**src/rtl/hanoi_pkg.sv**
```systemverilog
// Shared types and width helpers for the Tower-of-Hanoi move generator.
package hanoi_pkg;

  typedef enum logic [2:0] {
    ST_IDLE,
    ST_CALC,
    ST_OFFER,
    ST_SETTLE,
    ST_DONE
  } state_e;

  typedef enum logic {
    DIR_LEFT,
    DIR_RIGHT
  } dir_e;

  localparam int DEF_RINGS = 3;
  localparam int DEF_PEGS  = 3;

  // Widths never collapse to zero so single-peg or single-ring builds still elaborate.
  function automatic int peg_w(input int m);
    return (m <= 2) ? 1 : $clog2(m);
  endfunction

  function automatic int idx_w(input int n);
    return (n <= 2) ? 1 : $clog2(n);
  endfunction

endpackage

```
**src/rtl/hanoi_move_gen_if.sv**
```systemverilog
// Move handshake between the generator (master) and the downstream hanoi block (slave).
interface hanoi_move_gen_if #(
  parameter int IW = 2,
  parameter int PW = 2
) ();

  logic [IW-1:0] ind;
  logic [PW-1:0] loc;
  logic          move_valid;
  logic          move_ready;

  modport master (
    output ind,
    output loc,
    output move_valid,
    input  move_ready
  );

  modport slave (
    input  ind,
    input  loc,
    input  move_valid,
    output move_ready
  );

endinterface

```
**src/rtl/hanoi_ctz.sv**
```systemverilog
// Combinational trailing-zero count; an all-zero input reports N-1.
module hanoi_ctz #(
  parameter int N  = 3,
  parameter int IW = 2
) (
  input  logic [N-1:0]  val_i,
  output logic [IW-1:0] ctz_o
);

  // Scan downward so the lowest set bit wins.
  always_comb begin
    ctz_o = IW'(N - 1);
    for (int i = N - 1; i >= 0; i--) begin
      if (val_i[i]) ctz_o = IW'(i);
    end
  end

endmodule

```
**src/rtl/hanoi_move_gen.sv**
```systemverilog
// Iterative optimal Tower-of-Hanoi move generator with a valid/ready move port.
module hanoi_move_gen
  import hanoi_pkg::*;
#(
  parameter  int N  = DEF_RINGS,
  parameter  int M  = DEF_PEGS,
  localparam int W  = peg_w(M),
  localparam int IW = idx_w(N)
) (
  input  logic             clk,
  input  logic             rst,
  input  logic             start,
  input  logic [N*W-1:0]   rings,
  hanoi_move_gen_if.master mv,
  output logic [N-1:0]     move_count,
  output logic             done
);

  localparam logic [N-1:0] K_LAST = {N{1'b1}};
  localparam logic [W-1:0] PEG_MAX = W'(M - 1);

  state_e        state_q, state_d;
  logic [N-1:0]  k_q, k_d;
  logic [IW-1:0] ind_q, ind_d;
  logic [W-1:0]  loc_q, loc_d;
  logic          valid_q, valid_d;
  logic          done_q, done_d;

  logic [IW-1:0] tz;
  logic [W-1:0]  old_peg;

  function automatic dir_e ring_dir(input logic [IW-1:0] idx);
    return (((N - int'(idx)) % 2) != 0) ? DIR_LEFT : DIR_RIGHT;
  endfunction

  function automatic logic [W-1:0] step_peg(input logic [W-1:0] old, input dir_e dir);
    if (dir == DIR_LEFT) return (old == '0) ? PEG_MAX : old - W'(1);
    return (old == PEG_MAX) ? '0 : old + W'(1);
  endfunction

  hanoi_ctz #(
    .N  (N),
    .IW (IW)
  ) u_ctz (
    .val_i (k_q),
    .ctz_o (tz)
  );

  always_comb begin
    old_peg = '0;
    for (int i = 0; i < N; i++) begin
      if (tz == IW'(i)) old_peg = rings[i*W +: W];
    end
  end

  always_comb begin
    state_d = state_q;
    k_d     = k_q;
    ind_d   = ind_q;
    loc_d   = loc_q;
    valid_d = valid_q;
    done_d  = done_q;
    unique case (state_q)
      ST_IDLE: begin
        if (start) begin
          k_d     = N'(1);
          state_d = ST_CALC;
        end
      end
      ST_CALC: begin
        ind_d   = tz;
        loc_d   = step_peg(old_peg, ring_dir(tz));
        valid_d = 1'b1;
        state_d = ST_OFFER;
      end
      ST_OFFER: begin
        if (mv.move_ready) begin
          valid_d = 1'b0;
          if (k_q == K_LAST) begin
            done_d  = 1'b1;
            state_d = ST_DONE;
          end else begin
            k_d     = k_q + N'(1);
            state_d = ST_SETTLE;
          end
        end
      end
      // One idle cycle lets the downstream block apply the move before rings is sampled again.
      ST_SETTLE: begin
        state_d = ST_CALC;
      end
      ST_DONE: begin
        if (start) begin
          done_d  = 1'b0;
          k_d     = N'(1);
          state_d = ST_CALC;
        end
      end
      default: begin
        state_d = ST_IDLE;
      end
    endcase
  end

  always_ff @(posedge clk) begin
    if (!rst) begin
      state_q <= ST_IDLE;
      k_q     <= '0;
      ind_q   <= '0;
      loc_q   <= '0;
      valid_q <= 1'b0;
      done_q  <= 1'b0;
    end else begin
      state_q <= state_d;
      k_q     <= k_d;
      ind_q   <= ind_d;
      loc_q   <= loc_d;
      valid_q <= valid_d;
      done_q  <= done_d;
    end
  end

  // k already reads 0 in IDLE and 2^N-1 in DONE, so it doubles as the move counter.
  assign mv.ind        = ind_q;
  assign mv.loc        = loc_q;
  assign mv.move_valid = valid_q;
  assign move_count    = k_q;
  assign done          = done_q;

endmodule

```
**src/flat_wrapper.sv**
```systemverilog
// flat-port wrapper written by rule: the top's interface ports become plain ports
module hanoi_move_gen_flat import hanoi_pkg::*;
#(
  parameter  int N  = DEF_RINGS,
  parameter  int M  = DEF_PEGS,
  localparam int W  = peg_w(M),
  localparam int IW = idx_w(N)
)
  (clk, rst, start, rings, move_count, done, mv_ind, mv_loc, mv_move_valid, mv_move_ready);
  hanoi_move_gen_if #(.IW(2), .PW(2)) mv_i ();
  input  logic clk;
  input  logic rst;
  input  logic start;
  input  logic [N*W-1:0] rings;
  output logic [N-1:0] move_count;
  output logic done;
  output wire logic [$bits(mv_i.ind)-1:0] mv_ind;
  output wire logic [$bits(mv_i.loc)-1:0] mv_loc;
  output wire logic [$bits(mv_i.move_valid)-1:0] mv_move_valid;
  input wire logic [$bits(mv_i.move_ready)-1:0] mv_move_ready;
  assign mv_ind = mv_i.ind;
  assign mv_loc = mv_i.loc;
  assign mv_move_valid = mv_i.move_valid;
  assign mv_i.move_ready = mv_move_ready;
  hanoi_move_gen #(.N(N), .M(M)) u_core (.clk(clk), .rst(rst), .start(start), .rings(rings), .mv(mv_i), .move_count(move_count), .done(done));
endmodule
```
**config.mk**
```make
export PLATFORM = sky130hd
export DESIGN_NAME = hanoi_move_gen_flat
export DESIGN_NICKNAME = d
export VERILOG_FILES = /design/src/rtl/hanoi_pkg.sv /design/src/rtl/hanoi_move_gen_if.sv /design/src/rtl/hanoi_ctz.sv /design/src/rtl/hanoi_move_gen.sv /design/src/flat_wrapper.sv
export SDC_FILE = /design/constraint.sdc
export NUM_CORES = 1
export LEC_CHECK = 0
export CORE_UTILIZATION = 40
export CTS_CLUSTER_DIAMETER = 100
export DETAILED_ROUTE_END_ITERATION = 7
export PLACE_DENSITY = 0.78
export SETUP_SLACK_MARGIN = 0.5
export SLEW_MARGIN = 20
export SYNTH_ARGS = -nofsm -noshare
export SYNTH_HDL_FRONTEND = slang
export SYNTH_SLANG_ARGS = --single-unit
```
**constraint.sdc**
```tcl
create_clock -name clk -period 1.35 [get_ports clk]
set_input_delay 0.27 -clock clk [delete_from_list [all_inputs] [get_ports clk]]
set_output_delay 0.27 -clock clk [all_outputs]
set_load 0.05 [all_outputs]
```
After elaboration in Yosys (flattened, before gate mapping). Index checks and enable logic that the tools add are counted.

Equality and inequality tests: 13. Muxes and demuxes: 24. Bitwise logic cells: 1. Add/subtract/negate cells: 4. Reductions and logical operators: 12.

Operators with widths (number): nonzero test 32 bit (1); 2-to-1 mux 2 bit (9); 2-to-1 mux 3 bit (5); one-hot mux 3 bit (4 select lines) (1); AND reduction 4 bit (2); == test 3 x 2 -> 1 bit, second input constant (2); == test 3 bit, second input constant (2); 2-to-1 mux 1 bit (6); inequality test 2 bit, second input constant (3); one-hot mux 3 bit (2 select lines) (1); nonzero test 2 bit (3); == test 2 bit, second input constant (2); logical NOT 2 bit (2); inequality test 2 x 1 -> 1 bit, second input constant (2); one-hot mux 1 bit (2 select lines) (2); AND reduction 2 bit (2); adder 3 x 1 -> 3 bit, second input constant (1); == test 3 x 1 -> 1 bit, second input constant (1); logical NOT 3 bit (1); subtractor 2 x 2 -> 3 bit, first input constant (1); adder 2 x 1 -> 2 bit, second input constant (1); == test 2 x 1 -> 1 bit, second input constant (1); OR reduction 2 bit (1); subtractor 2 x 1 -> 2 bit, second input constant (1); bitwise AND 1 bit (1).

Bits of input ports: 10. Bits in registers: 12. Output and inout port bits: 9.

Depth between registers and ports, before layout. Gate-level depths: netlist of the first run.

Depth in word-level cells: 10. Gate-level depth with buffers: 6. Mapped depth without buffers: 6.

Cells and area by module. A second synthesis of the first run with hierarchy kept.

Cell total of the unflattened synthesis: 73. Area, all modules: 626.9 sq um.

Modules (own cells, without submodules): hanoi_move_gen (cells an instance 71, times used 1, sequential area each 240.2 sq um, area each 609.3 sq um); hanoi_ctz (cells an instance 2, times used 1, sequential area each 0.0 sq um, area each 17.5 sq um).

Least setup slack after synthesis of the first run. No wires, ideal clock.

Kind: reg-to-reg. Start point: register u_core.k_q[0] (netlist: u_core.move_count[0]). End point: register u_core.loc_q[1] (netlist: u_core.mv.loc[1]). Cell stages (with the launch flop): 7. Setup time: 0.074 ns. Setup slack: -0.509 ns. Arrival: 1.785 ns. Period minus slack after synthesis: 1.859 ns. Path through: dfxtp_1 -> inv_1 -> ha_1 -> mux2i_1 -> o21ai_1 -> or3b_1 -> a31oi_1.

Longest elaborated chain between the ends: 9. Elaborated cells between the ends (all ways): 20. Those cells by class: add/sub (3); eq/ne (3); mux (10); bitwise (1); reduce/logical (3).

RTL lines: start, declared (RTL line hanoi_move_gen.sv:23) `logic [N-1:0] k_q, k_d;`; start signal, assigned (RTL line hanoi_move_gen.sv:115) `k_q <= k_d;`; 2-to-1 mux 2 bit (*) (RTL line hanoi_ctz.sv:14) `if (val_i[i]) ctz_o = IW'(i);`; named net u_core.tz[0] (RTL line hanoi_move_gen.sv:29) `logic [IW-1:0] tz;`; logical NOT 2 bit (RTL line hanoi_move_gen.sv:52) `if (tz == IW'(i)) old_peg = rings[i*W +: W];`; 2-to-1 mux 2 bit (3 in a row) (RTL line hanoi_move_gen.sv:52); subtractor 2 x 1 -> 2 bit / logical NOT 2 bit (equally long branches) (RTL line hanoi_move_gen.sv:37) `if (dir == DIR_LEFT) return (old == '0) ? PEG_MAX : old - W'(1);`; 2-to-1 mux 2 bit (2 in a row) (RTL line hanoi_move_gen.sv:37); 2-to-1 mux 2 bit (*) (RTL line hanoi_move_gen.sv:38) `return (old == PEG_MAX) ? '0 : old + W'(1);`; end signal, assigned (RTL line hanoi_move_gen.sv:117) `loc_q <= loc_d;`; end, declared (RTL line hanoi_move_gen.sv:25) `logic [W-1:0] loc_q, loc_d;`.

Mark *: on every way through the listed nets, which the timed path passes. The rest lies on a longest branch. The select of a mux whose other input is x is not followed. A chain may end at the register's enable or synchronous reset.

Final worst setup path of the first run. Ends and elaborated chain as after synthesis.

==> metrics.md, run 1 <==
| Metric | Value |
|---|---|
| Status | finished with violations |
| Failing checks | negative setup slack |
| Die height | 41.7 um |
| Layout cell share with drive strength beyond 1 | 55.1% |
| Post-DP Area | ~1000 sq um |
| Die width | roughly 42 um |
| Critical Path Max Stage Delay | around 0.38 ns |
| CP Capture Type | flop |
| Worst-path cell chain | inv_6, ha_4, mux2i_1, o21ai_1, or3b_1, a31oi_1 |
| Gr usage total | roughly 22% |
| Initial antenna violation count | 0 |
| Post-synth design cell area | 631 sq um |
| Slew @ Worst Pin | around 0.22 ns |
| CP Data Required Time | ~1.6 ns |
| GRT overflow | 0 |
| Crit path arrival time | approximately 1.8 ns |
| Final HPWL DP | about 1100 um |
| Final core utilization | 91.0% |
| Pins Over Slew Limit | 0 |
| Layout Nets | approximately 120 |
| Yosys reg bits | 12 |
| Power Dens Cells | roughly 880 nW/um^2 |
| Antenna diodes | 0 |
| Clk slew on worst S/H paths | about 0.080 ns |
| Seq pwr share | a little under two fifths |
| Post-Syn Instances | roughly 70 |
| Commonest non-fill, non-tap cells in the layout | 10 x buf_12, 8 x nand2_1, 8 x buf_4 |
| Cell Int Power | between 700 and 800 uW |
| FP Rows | 13 |
| # IOs | 19 |
| CTS Buffer Depth | 2 |
| Clock net sink count | 12 |
| Final period util | 113% |
| Worst Clk Skew | roughly 0.0033 ns |
| Max VDD drop | roughly 0.75 mV |
| Slew headroom | roughly 85% |
| Combinational share of power | about a third |
| Routed WL | approximately 2200 um |
| WL/cell | 17.9 um |
| Static Leak | just under 0.0005 uW |
| CP startpoint kind | flop |
| Hold buffer count at CTS | 0 |
| Hold Path Class | reg -> reg |
| Max-cap violations | 0 |
| Setup ws final | -0.179 ns |
| Die Area | around 1700 sq um |
| RSZ-0062 raised after global routing | yes |
| Core area | approximately 1400 sq um |
| F_max | around 0.65 GHz |
| Clock share of power | a little over a quarter |
| 1st-pass router iterations | 4 |
| Initial Utilization | 45.6% |
| Number of global-route vias before repair | around 680 |
| Routability Congestion | roughly 0.7 |
| H-tree levels | 1 |
| WS Path Type | reg -> reg |
| Worst path slowest cell | dfxtp_4 |
| Commonest non-fill, non-tap cell in the layout | buf_12 |
| First-pass GRT wire length | around 3000 um |
| CTS Buf Count | 3 |
| Final hold vios | 0 |
| Clk root buf | clkbuf_4 |
| Clk Latency, worst-skew pair | approximately 0.28 ns |
| Synth warn | 0 |
| Area Overhead vs Synth | 99.6% |
| Setup-failing EPs final | 7 |
| Crit-path max FO | 4 |
| Avg Cell Area, Syn | between 8 and 9 sq um |
| Design Area, Final | 1260 sq um |
| PortBufs | 18 |
| Final min period | roughly 1.5 ns |
| Hold WS | around 0.51 ns |
| Net Sw Frac | 31.8% |
| Switching Power | 354 uW |
| Vias post-DR | just under 700 |
| Number of DRC markers in iteration 0 | 11 |
| Vias per cell | 5.58 |
| Drt drc | 0 |
| ANT nets after route | 0 |
| CTS tree | built |
| DP Worst Slack | -0.234 ns |
| Register area share after synthesis | between 30% and 40% |
| Syn nets | 86 |
| Largest net degree at the start of global routing | 16 |
| Distinct cells, synth | 27 |
==> path summary, 6_finish.rpt <==
check | cells after the start | end | slack (ns) | startpoint
worst min-delay path | 2 | u_core.mv.loc[0] | 0.51 | u_core.mv.loc[0]
worst max-delay path | 6 | u_core.mv.loc[1] | -0.18 | u_core.move_count[0]
worst min register to register | 2 | u_core.mv.loc[0] | 0.51 | u_core.mv.loc[0]
worst max register to register | 6 | u_core.mv.loc[1] | -0.18 | u_core.move_count[0]
==> stage by stage <==
step / setup TNS, ns / power, uW / cells
finish: -0.734 / 1110 / 122
global route: -1.11 / 1160 / 122
CTS: -0.408 / 1040 / 118
detailed placement: -1.12 / 716 / 110
global placement: -0.685 / 706 / 110
floorplan: -0.307 / 579 / 72
==> logic make-up (layout without fill, tap and decap cells) <==
logic type | count (synthesis) | count (layout) | synth area share, %
multiplexers | 6 | 6 | 9.72
buffers and inverters | 7 | 42 | 4.56
adder cells (fa/ha/maj) | 4 | 4 | 7.94
flip-flops | 12 | 12 | 38.1
AND/OR/NAND/NOR | 29 | 29 | 26.6
AO/OA/AOI/OAI | 14 | 14 | 13.1
==> routing by layer <==
layer | global-route usage (%) | vias up | part of all wire [%]
li1 | - | 318 | -
met1 | 22.8 | 332 | 40
met2 | 44.4 | 23 | 51
met3 | 6.09 | 8 | 4.8
met4 | 5.16 | 0 | 4.1
met5 | 0 | - | 0
==> layout make-up <==
class	count	area [sq um]
timing repair buffer	34	425
clock buffer	4	36.3
tap	15	18.8
sequential	12	267
fill	46	124
multi-input combinational	53	492
inverter	4	20.0
==> state kept, by name, indices dropped and copies added (netlist names) <==
signal	cells
u_core.state_q	3
u_core.mv.ind	2
u_core.mv.move_valid	1
u_core.done	1
u_core.move_count	3
u_core.mv.loc	2
==> timing repair <==
| item | in CTS | in global routing |
|---|---|---|
| pin swaps | 7 | 8 |
| setup buffers | 4 | 4 |
| endpoints found under the setup margin | 21 | 21 |
| resized for setup | 19 | 12 |
==> power by group through the flow <==
stage / Combinational, uW / Clock (uW) / Sequential [uW]
4_1_cts: 332 / 294 / 412
6_report: 391 / 304 / 417
2_1_floorplan: 124 / 0 / 455
5_1_grt: 409 / 328 / 420
3_3_place_gp: 290 / 0 / 416
3_5_place_dp: 298 / 0 / 418
==> critical path, delay by kind of cell (launching register included) <==
kind | cells | cell delay (ns)
simple gates | 1 | 0.35
buf+inv | 1 | 0.08
flops | 1 | 0.38
compound gates | 2 | 0.26
mux | 1 | 0.24
fa+ha+maj | 1 | 0.15
==> cells in the mapped netlist (all sizes together) <==
library cell / count / area (sq um)
mux2i: 5 / 50.1
mux2: 1 / 11.3
inv: 4 / 15.0
nand2: 8 / 30.0
buf: 1 / 5.00
or3b: 2 / 17.5
o22ai: 3 / 18.8
and3b: 1 / 8.76
clkbuf: 2 / 8.75
o21a: 1 / 7.51
dfxtp: 12 / 240
nand2b: 2 / 12.5
and2: 1 / 6.26
a211oi: 1 / 7.51
nor2: 5 / 18.8
ha: 4 / 50.1
a31oi: 1 / 6.26
or2: 1 / 6.26
nor3b: 4 / 30.0
o21ai: 3 / 15.0
nor2b: 3 / 18.8
nand3b: 1 / 7.51
a21oi: 4 / 20.0
a22oi: 1 / 7.51
nand4bb: 1 / 11.3
Note: power is estimated with default switching activity, not from simulation.
==> inputs of run 2 (changes only) <==
--- a/config.mk
+++ b/config.mk
@@ -5,11 +5,12 @@
 export SDC_FILE = /design/constraint.sdc
 export NUM_CORES = 1
 export LEC_CHECK = 0
-export CORE_UTILIZATION = 40
-export CTS_CLUSTER_DIAMETER = 100
+export CORE_UTILIZATION = 47
+export CTS_CLUSTER_DIAMETER = 50
 export DETAILED_ROUTE_END_ITERATION = 7
-export PLACE_DENSITY = 0.78
+export PLACE_DENSITY = 0.86
 export SETUP_SLACK_MARGIN = 0.5
+export SKIP_LAST_GASP = 1
 export SLEW_MARGIN = 20
 export SYNTH_ARGS = -nofsm -noshare
 export SYNTH_HDL_FRONTEND = slang
==> constraint.sdc (replaced) <==
create_clock -name clk -period 1.9 [get_ports clk]
set_input_delay 0.38 -clock clk [delete_from_list [all_inputs] [get_ports clk]]
set_output_delay 0.38 -clock clk [all_outputs]
set_load 0.05 [all_outputs]
==> run 2 against run 1 <==
Compared with the run above: clock-buffer cell count is 1 lower; via count is 6.8% lower; cell count is 7.4% lower; worst hold slack worse by 0.0026 ns; clock skew is 0.00073 ns lower; highest routed layer unchanged; power is 39% lower; the flow now finishes without violations.
==> metrics.md, run 2 (synthesis gave the netlist of run 1 again) <==
| Metric | Value |
|---|---|
| Status | completed |
| Post-DP Area | roughly 860 sq um |
| Total power | just under 700 uW |
| Layout cell share with drive strength beyond 1 | around two fifths |
| Switching Power | 237 uW |
| Vias post-DR | 635 |
| Crit-path max FO | 5 |
| Fill cells | between 60 and 70 |
| CP Buf/Inv Count | 1 |
| Number of global-route vias before repair | between 600 and 700 |
| CTS Buf Count | 3 |
| Final hold vios | 0 |
| WL/cell | 18.2 um |
| Final HPWL DP | 1050 um |
| Crit path arrival time | ~1.7 ns |
| Number of DRC markers in iteration 0 | 10 |
| Hold Path Class | in -> reg |
| Largest net degree at the start of global routing | 16 |
| Clk root buf | clkbuf_4 |
| Die height | just under 40 um |
| First-pass GRT wire length | between 2000 and 3000 um |
| Setup-failing EPs final | 0 |
| RSZ-0062 raised after global routing | yes |
| CP startpoint kind | flop |
| Register-to-Register Path Depth | 6 |
| Gr usage total | 29.7% |
| Clk slew on worst S/H paths | 0.08 ns |
| PortBufs | 18 |
| Clock net sink count | 12 |
| # IOs | 19 |
| Total negative slack | 0 ns |
| Net Sw Frac | around a third |
| Initial antenna violation count | 0 |
| CP top delay family | multiplexers |
| Commonest non-fill, non-tap cells in the layout | 9 x dfxtp_1, 8 x nand2_1, 8 x clkdlybuf4s50_1, 8 x buf_2, 6 x buf_4 |
| RR Endpoint | u_core.mv.loc[0] |
| Seq pwr share | 42.8% |
| Die Area | ~1500 sq um |
| Commonest non-fill, non-tap cell in the layout | dfxtp_1 |
| Vias per cell | 5.62 |
| Clock share of power | 25.4% |
| Slew headroom | between 60% and 70% |
| Max-cap violations | 0 |
| Worst path slowest cell | dfxtp_4 |
| Cell Int Power | around 440 uW |
| Clk Latency, worst-skew pair | a little under 0.3 ns |
| Slew @ Worst Pin | 0.513 ns |
| Combinational share of power | a little under a third |
| Layout Nets | roughly 110 |
| Routability Congestion | 0.865 |
| CP Data Required Time | between 2 and 2.5 ns |
| Critical Path Max Stage Delay | 0.38 ns |
| Worst-path cell chain | inv_4, ha_4, mux2_4, mux2i_2, nand2b_1, o22ai_1 |
| Routed WL | 2060 um |
| 1st-pass router iterations | 4 |
| Core area | 1170 sq um |
| Antenna diodes | 0 |
| R2R setup slack | around 0.38 ns |
| GRT overflow | 0 |
| Power Dens Cells | 672 nW/um^2 |
| CTS tree | built |
| WS Path Type | reg -> reg |
| Worst Clk Skew | between 0.002 and 0.003 ns |
| Pins Over Slew Limit | 0 |
| CP startpoint | u_core.move_count[0] |
| CP Capture Point | u_core.mv.loc[0] |
| Drt drc | 0 |
| Initial Utilization | about 54% |
| ANT nets after route | 0 |
| CTS Buffer Depth | 2 |
| F_max | ~0.66 GHz |
| FP Rows | 12 |
| CP Capture Type | flop |
| Final min period | 1.52 ns |
| RR Startpoint | u_core.move_count[0] |
| Design Area, Final | between 1000 and 1500 sq um |
| H-tree levels | 1 |
| Die width | 38.6 um |
| Area Overhead vs Synth | 60.3% |
| Final period util | between 70% and 80% |
| Static Leak | 0.000401 uW |
| Max VDD drop | 0.527 mV |
| CP Depth | 6 |
==> run 2: cell types whose count changed in the layout (fill, tap and decap cells not counted), moves of 2 or more <==
| cell | change |
|---|---|
| dfxtp_2 | -5 |
| clkdlybuf4s50_1 | +2 |
| buf_12 | -10 |
| dfxtp_4 | -3 |
| dlygate4sd2_1 | -3 |
| buf_4 | -2 |
| buf_6 | -4 |
| dfxtp_1 | +8 |
| buf_2 | +8 |
==> run 2: metrics by stage <==
stage | util, % | setup slack (ns) | instances | hold slack (ns)
detailed placement | 73.4 | 0.180 | 101 | 0.472
global placement | 73.4 | 0.245 | 101 | 0.459
finish | 86.3 | 0.383 | 113 | 0.507
global route | 86.3 | 0.326 | 113 | 0.534
floorplan | - | 0.443 | 72 | 0.466
CTS | 85.1 | 0.457 | 112 | 0.499
==> run 2: area by class of cell <==
cell class              instances  area, sq um  share of cell area, %
clock buffers                   3         22.5                   2.23
clock inverters                 1         3.75                  0.371
inverters                       4         17.5                   1.73
multi-input cells              53          489                   48.4
flip-flops and latches         12          249                   24.6
well taps                      14         17.5                   1.73
repair buffers                 26          211                   20.9
==> run 2: worst min path at each step <==
stage,from,end,slack [ns],cells after the start
6_report,start,u_core.state_q[2],0.51,4
3_5_place_dp,u_core.move_count[2],u_core.move_count[2],0.47,2
4_1_cts,u_core.mv.loc[0],u_core.mv.loc[0],0.50,2
2_1_floorplan,u_core.state_q[2],u_core.state_q[1],0.47,1
5_1_grt,u_core.move_count[2],u_core.move_count[2],0.53,2
3_3_place_gp,u_core.mv.loc[0],u_core.mv.loc[0],0.46,2
==> run 2: power by group through the flow <==
stage / clock (uW) / combinational, uW / sequential (uW)
after floorplan: 0 / 80.9 / 321
after global placement: 0 / 162 / 289
after detailed placement: 0 / 169 / 290
after CTS: 174 / 191 / 287
after global routing: 187 / 228 / 293
final: 172 / 216 / 290
==> run 2: worst min-delay path: stages <==
cell and delay (ns):
dlymetal6s2s_1 0.11, nor3b_1 0.07, a21oi_1 0.13, nor3b_1 0.06
==> run 2: layer usage <==
metal,part of all wire [%],track usage (%),vias up
met5,0,0,-
met4,3.1,15.5,0
met3,5.4,10.4,6
met2,50,51.7,25
met1,42,30.9,302
li1,-,-,302
==> run 2: repair_timing <==
action | 4_1_cts | 5_1_grt
gates resized for setup | 32 | 25
setup buffers | 7 | 1
pin swaps | 4 | 12
endpoints found under the setup margin | 15 | 16
hold buffers | 0 | 0
==> inputs of run 3 (changes only) <==
--- a/config.mk
+++ b/config.mk
@@ -5,10 +5,10 @@
 export SDC_FILE = /design/constraint.sdc
 export NUM_CORES = 1
 export LEC_CHECK = 0
-export CORE_UTILIZATION = 47
+export CORE_UTILIZATION = 44
 export CTS_CLUSTER_DIAMETER = 50
 export DETAILED_ROUTE_END_ITERATION = 7
-export PLACE_DENSITY = 0.86
+export PLACE_DENSITY = 0.82
 export SETUP_SLACK_MARGIN = 0.5
 export SKIP_LAST_GASP = 1
 export SLEW_MARGIN = 20
==> constraint.sdc (replaced) <==
create_clock -name clk -period 1.6 [get_ports clk]
set_input_delay 0.32 -clock clk [delete_from_list [all_inputs] [get_ports clk]]
set_output_delay 0.32 -clock clk [all_outputs]
set_load 0.05 [all_outputs]
==> run 3 against run 2 <==
Compared with the run above: maximum frequency grew 1.6%; critical path depth is the same; power grew 22%; cell count grew 4.4%; sequential cell count is the same; register-to-register slack lost 0.28 ns; first-iteration DRC count grew 120%; non-clock buffer count grew 4; die area grew 6.4%; highest routed layer unchanged.
==> metrics.md, run 3 (synthesis gave the netlist of run 1 again) <==
| Metric | Value |
|---|---|
| Multi-input logic area | 513 sq um |
| Die height | around 40 um |
| CTS Buffer Depth | 2 |
| Largest net degree at the start of global routing | 16 |
| Max VDD drop | around 0.45 mV |
| CTS Buf Count | 3 |
| Fill cells | 53 |
| CTS tree | built |
| Slew headroom | 68.8% |
| Core area | between 1000 and 1500 sq um |
| Pins Over Slew Limit | 0 |
| Initial antenna violation count | 0 |
| Crit-path max FO | 4 |
| Drt drc | 0 |
| Static Leak | between 0.0004 and 0.0005 uW |
| Max-cap violations | 0 |
| Vias post-DR | around 660 |
| Hold Path Class | reg -> reg |
| ANT nets after route | 0 |
| Antenna diodes | 0 |
| CP Data Required Time | ~1.8 ns |
| Die width | 39.9 um |
| Clock net sink count | 12 |
| # IOs | 19 |
| Number of global-route vias before repair | about 550 |
| 1st-pass router iterations | 4 |
| DP Worst Slack | -0.0138 ns |
| Clk Latency, worst-skew pair | around 0.27 ns |
| F_max | around 0.67 GHz |
| GRT overflow | 0 |
| Final hold vios | 0 |
| Layout cell share with drive strength beyond 1 | a little under three fifths |
| WS Path Type | reg -> reg |
| PortBufs | 18 |
| CP Capture Type | flop |
| First-pass GRT wire length | between 2000 and 2500 um |
| Setup ws final | between 0.1 and 0.15 ns |
| Power Dens Cells | between 700 and 800 nW/um^2 |
| Gr usage total | between 20% and 30% |
| Setup-failing EPs final | 0 |
| Worst Clk Skew | around 0.0044 ns |
| Reg area | roughly 270 sq um |
| Slew @ Worst Pin | 0.468 ns |
| Clk root buf | clkbuf_4 |
| Status | completed |
| Routed WL | between 2000 and 2500 um |
| Final core utilization | approximately nine tenths |
| Crit path arrival time | between 1.5 and 2 ns |
| Clk slew on worst S/H paths | 0.08 ns |
| Vias per cell | between 5 and 6 |
| Die Area | ~1600 sq um |
| Final period util | between 90% and 100% |
| Final min period | ~1.5 ns |
| Final HPWL DP | slightly above 1000 um |
| WL/cell | between 15 and 20 um |
| Commonest non-fill, non-tap cell in the layout | buf_4 |
| H-tree levels | 1 |
| Area Overhead vs Synth | 86.5% |
| FP Rows | 13 |
| RSZ-0062 raised after global routing | yes |
| Initial Utilization | between 40 and 50% |
| Number of DRC markers in iteration 0 | 22 |
| CP startpoint kind | flop |
| Commonest non-fill, non-tap cells in the layout | 9 x buf_4, 8 x nand2_1, 7 x dfxtp_4 |
| Routability Congestion | ~0.76 |
| Layout Nets | between 100 and 150 |
## run 3: area by class of cell
cell class / count / share of cell area (%)
clock buffer: 3 / 1.91
tap: 15 / 1.60
inverter: 4 / 1.49
multi-input combinational: 53 / 43.6
timing repair buffer: 30 / 28.0
sequential: 12 / 23.1
clock inverter: 1 / 0.319
## run 3: worst max-delay path: stages (launching register included)
cell	delay, ns
dfxtp_4	0.38
inv_4	0.08
ha_4	0.14
mux2i_2	0.23
o21ai_2	0.09
or3b_1	0.35
a31oi_1	0.15
## run 3: power breakdown
group / internal [uW] / switching, uW / leakage [uW] / total [uW]
sequential: 315 / 32.8 / 0.000105 / 347
combinational: 145 / 141 / 0.000330 / 286
clock: 90.3 / 104 / 0.0000154 / 195
total: 550 / 278 / 0.000450 / 828
## run 3: worst paths after layout
path / depth (start not counted) / endpoint / slack (ns) / startpoint
max: 6 / u_core.mv.loc[1] / 0.11 / u_core.move_count[0]
min reg2reg: 1 / u_core.state_q[1] / 0.52 / u_core.state_q[2]
max reg2reg: 6 / u_core.mv.loc[1] / 0.11 / u_core.move_count[0]
min: 1 / u_core.state_q[1] / 0.52 / u_core.state_q[2]
## run 3: per-layer routing
metal | GRT usage, % | vias to the layer above | share of wire (%)
li1 | - | 315 | -
met1 | 27.3 | 319 | 41
met2 | 45.9 | 23 | 53
met3 | 3.98 | 4 | 4.1
met4 | 10.3 | 0 | 1.5
met5 | 0 | - | 0
## run 3: stage by stage
step | setup TNS (ns) | cell area [sq um] | hold WS, ns | std cells | total power (uW)
after floorplan | 0 | 687 | 0.459 | 72 | 481
after global placement | 0 | 882 | 0.462 | 103 | 549
after detailed placement | -0.0138 | 882 | 0.479 | 103 | 554
after CTS | 0 | 1060 | 0.495 | 113 | 780
after global routing | 0 | 1180 | 0.517 | 118 | 882
final | 0 | 1180 | 0.523 | 118 | 828
## run 3: what timing repair did
| action | in CTS | in global routing |
|---|---|---|
| hold buffers | 0 | 0 |
| endpoints found under the hold margin | 0 | 0 |
| pin swaps | 6 | 9 |
| resized for setup | 29 | 22 |
| setup buffers | 6 | 5 |
| setup endpoints to repair | 21 | 20 |
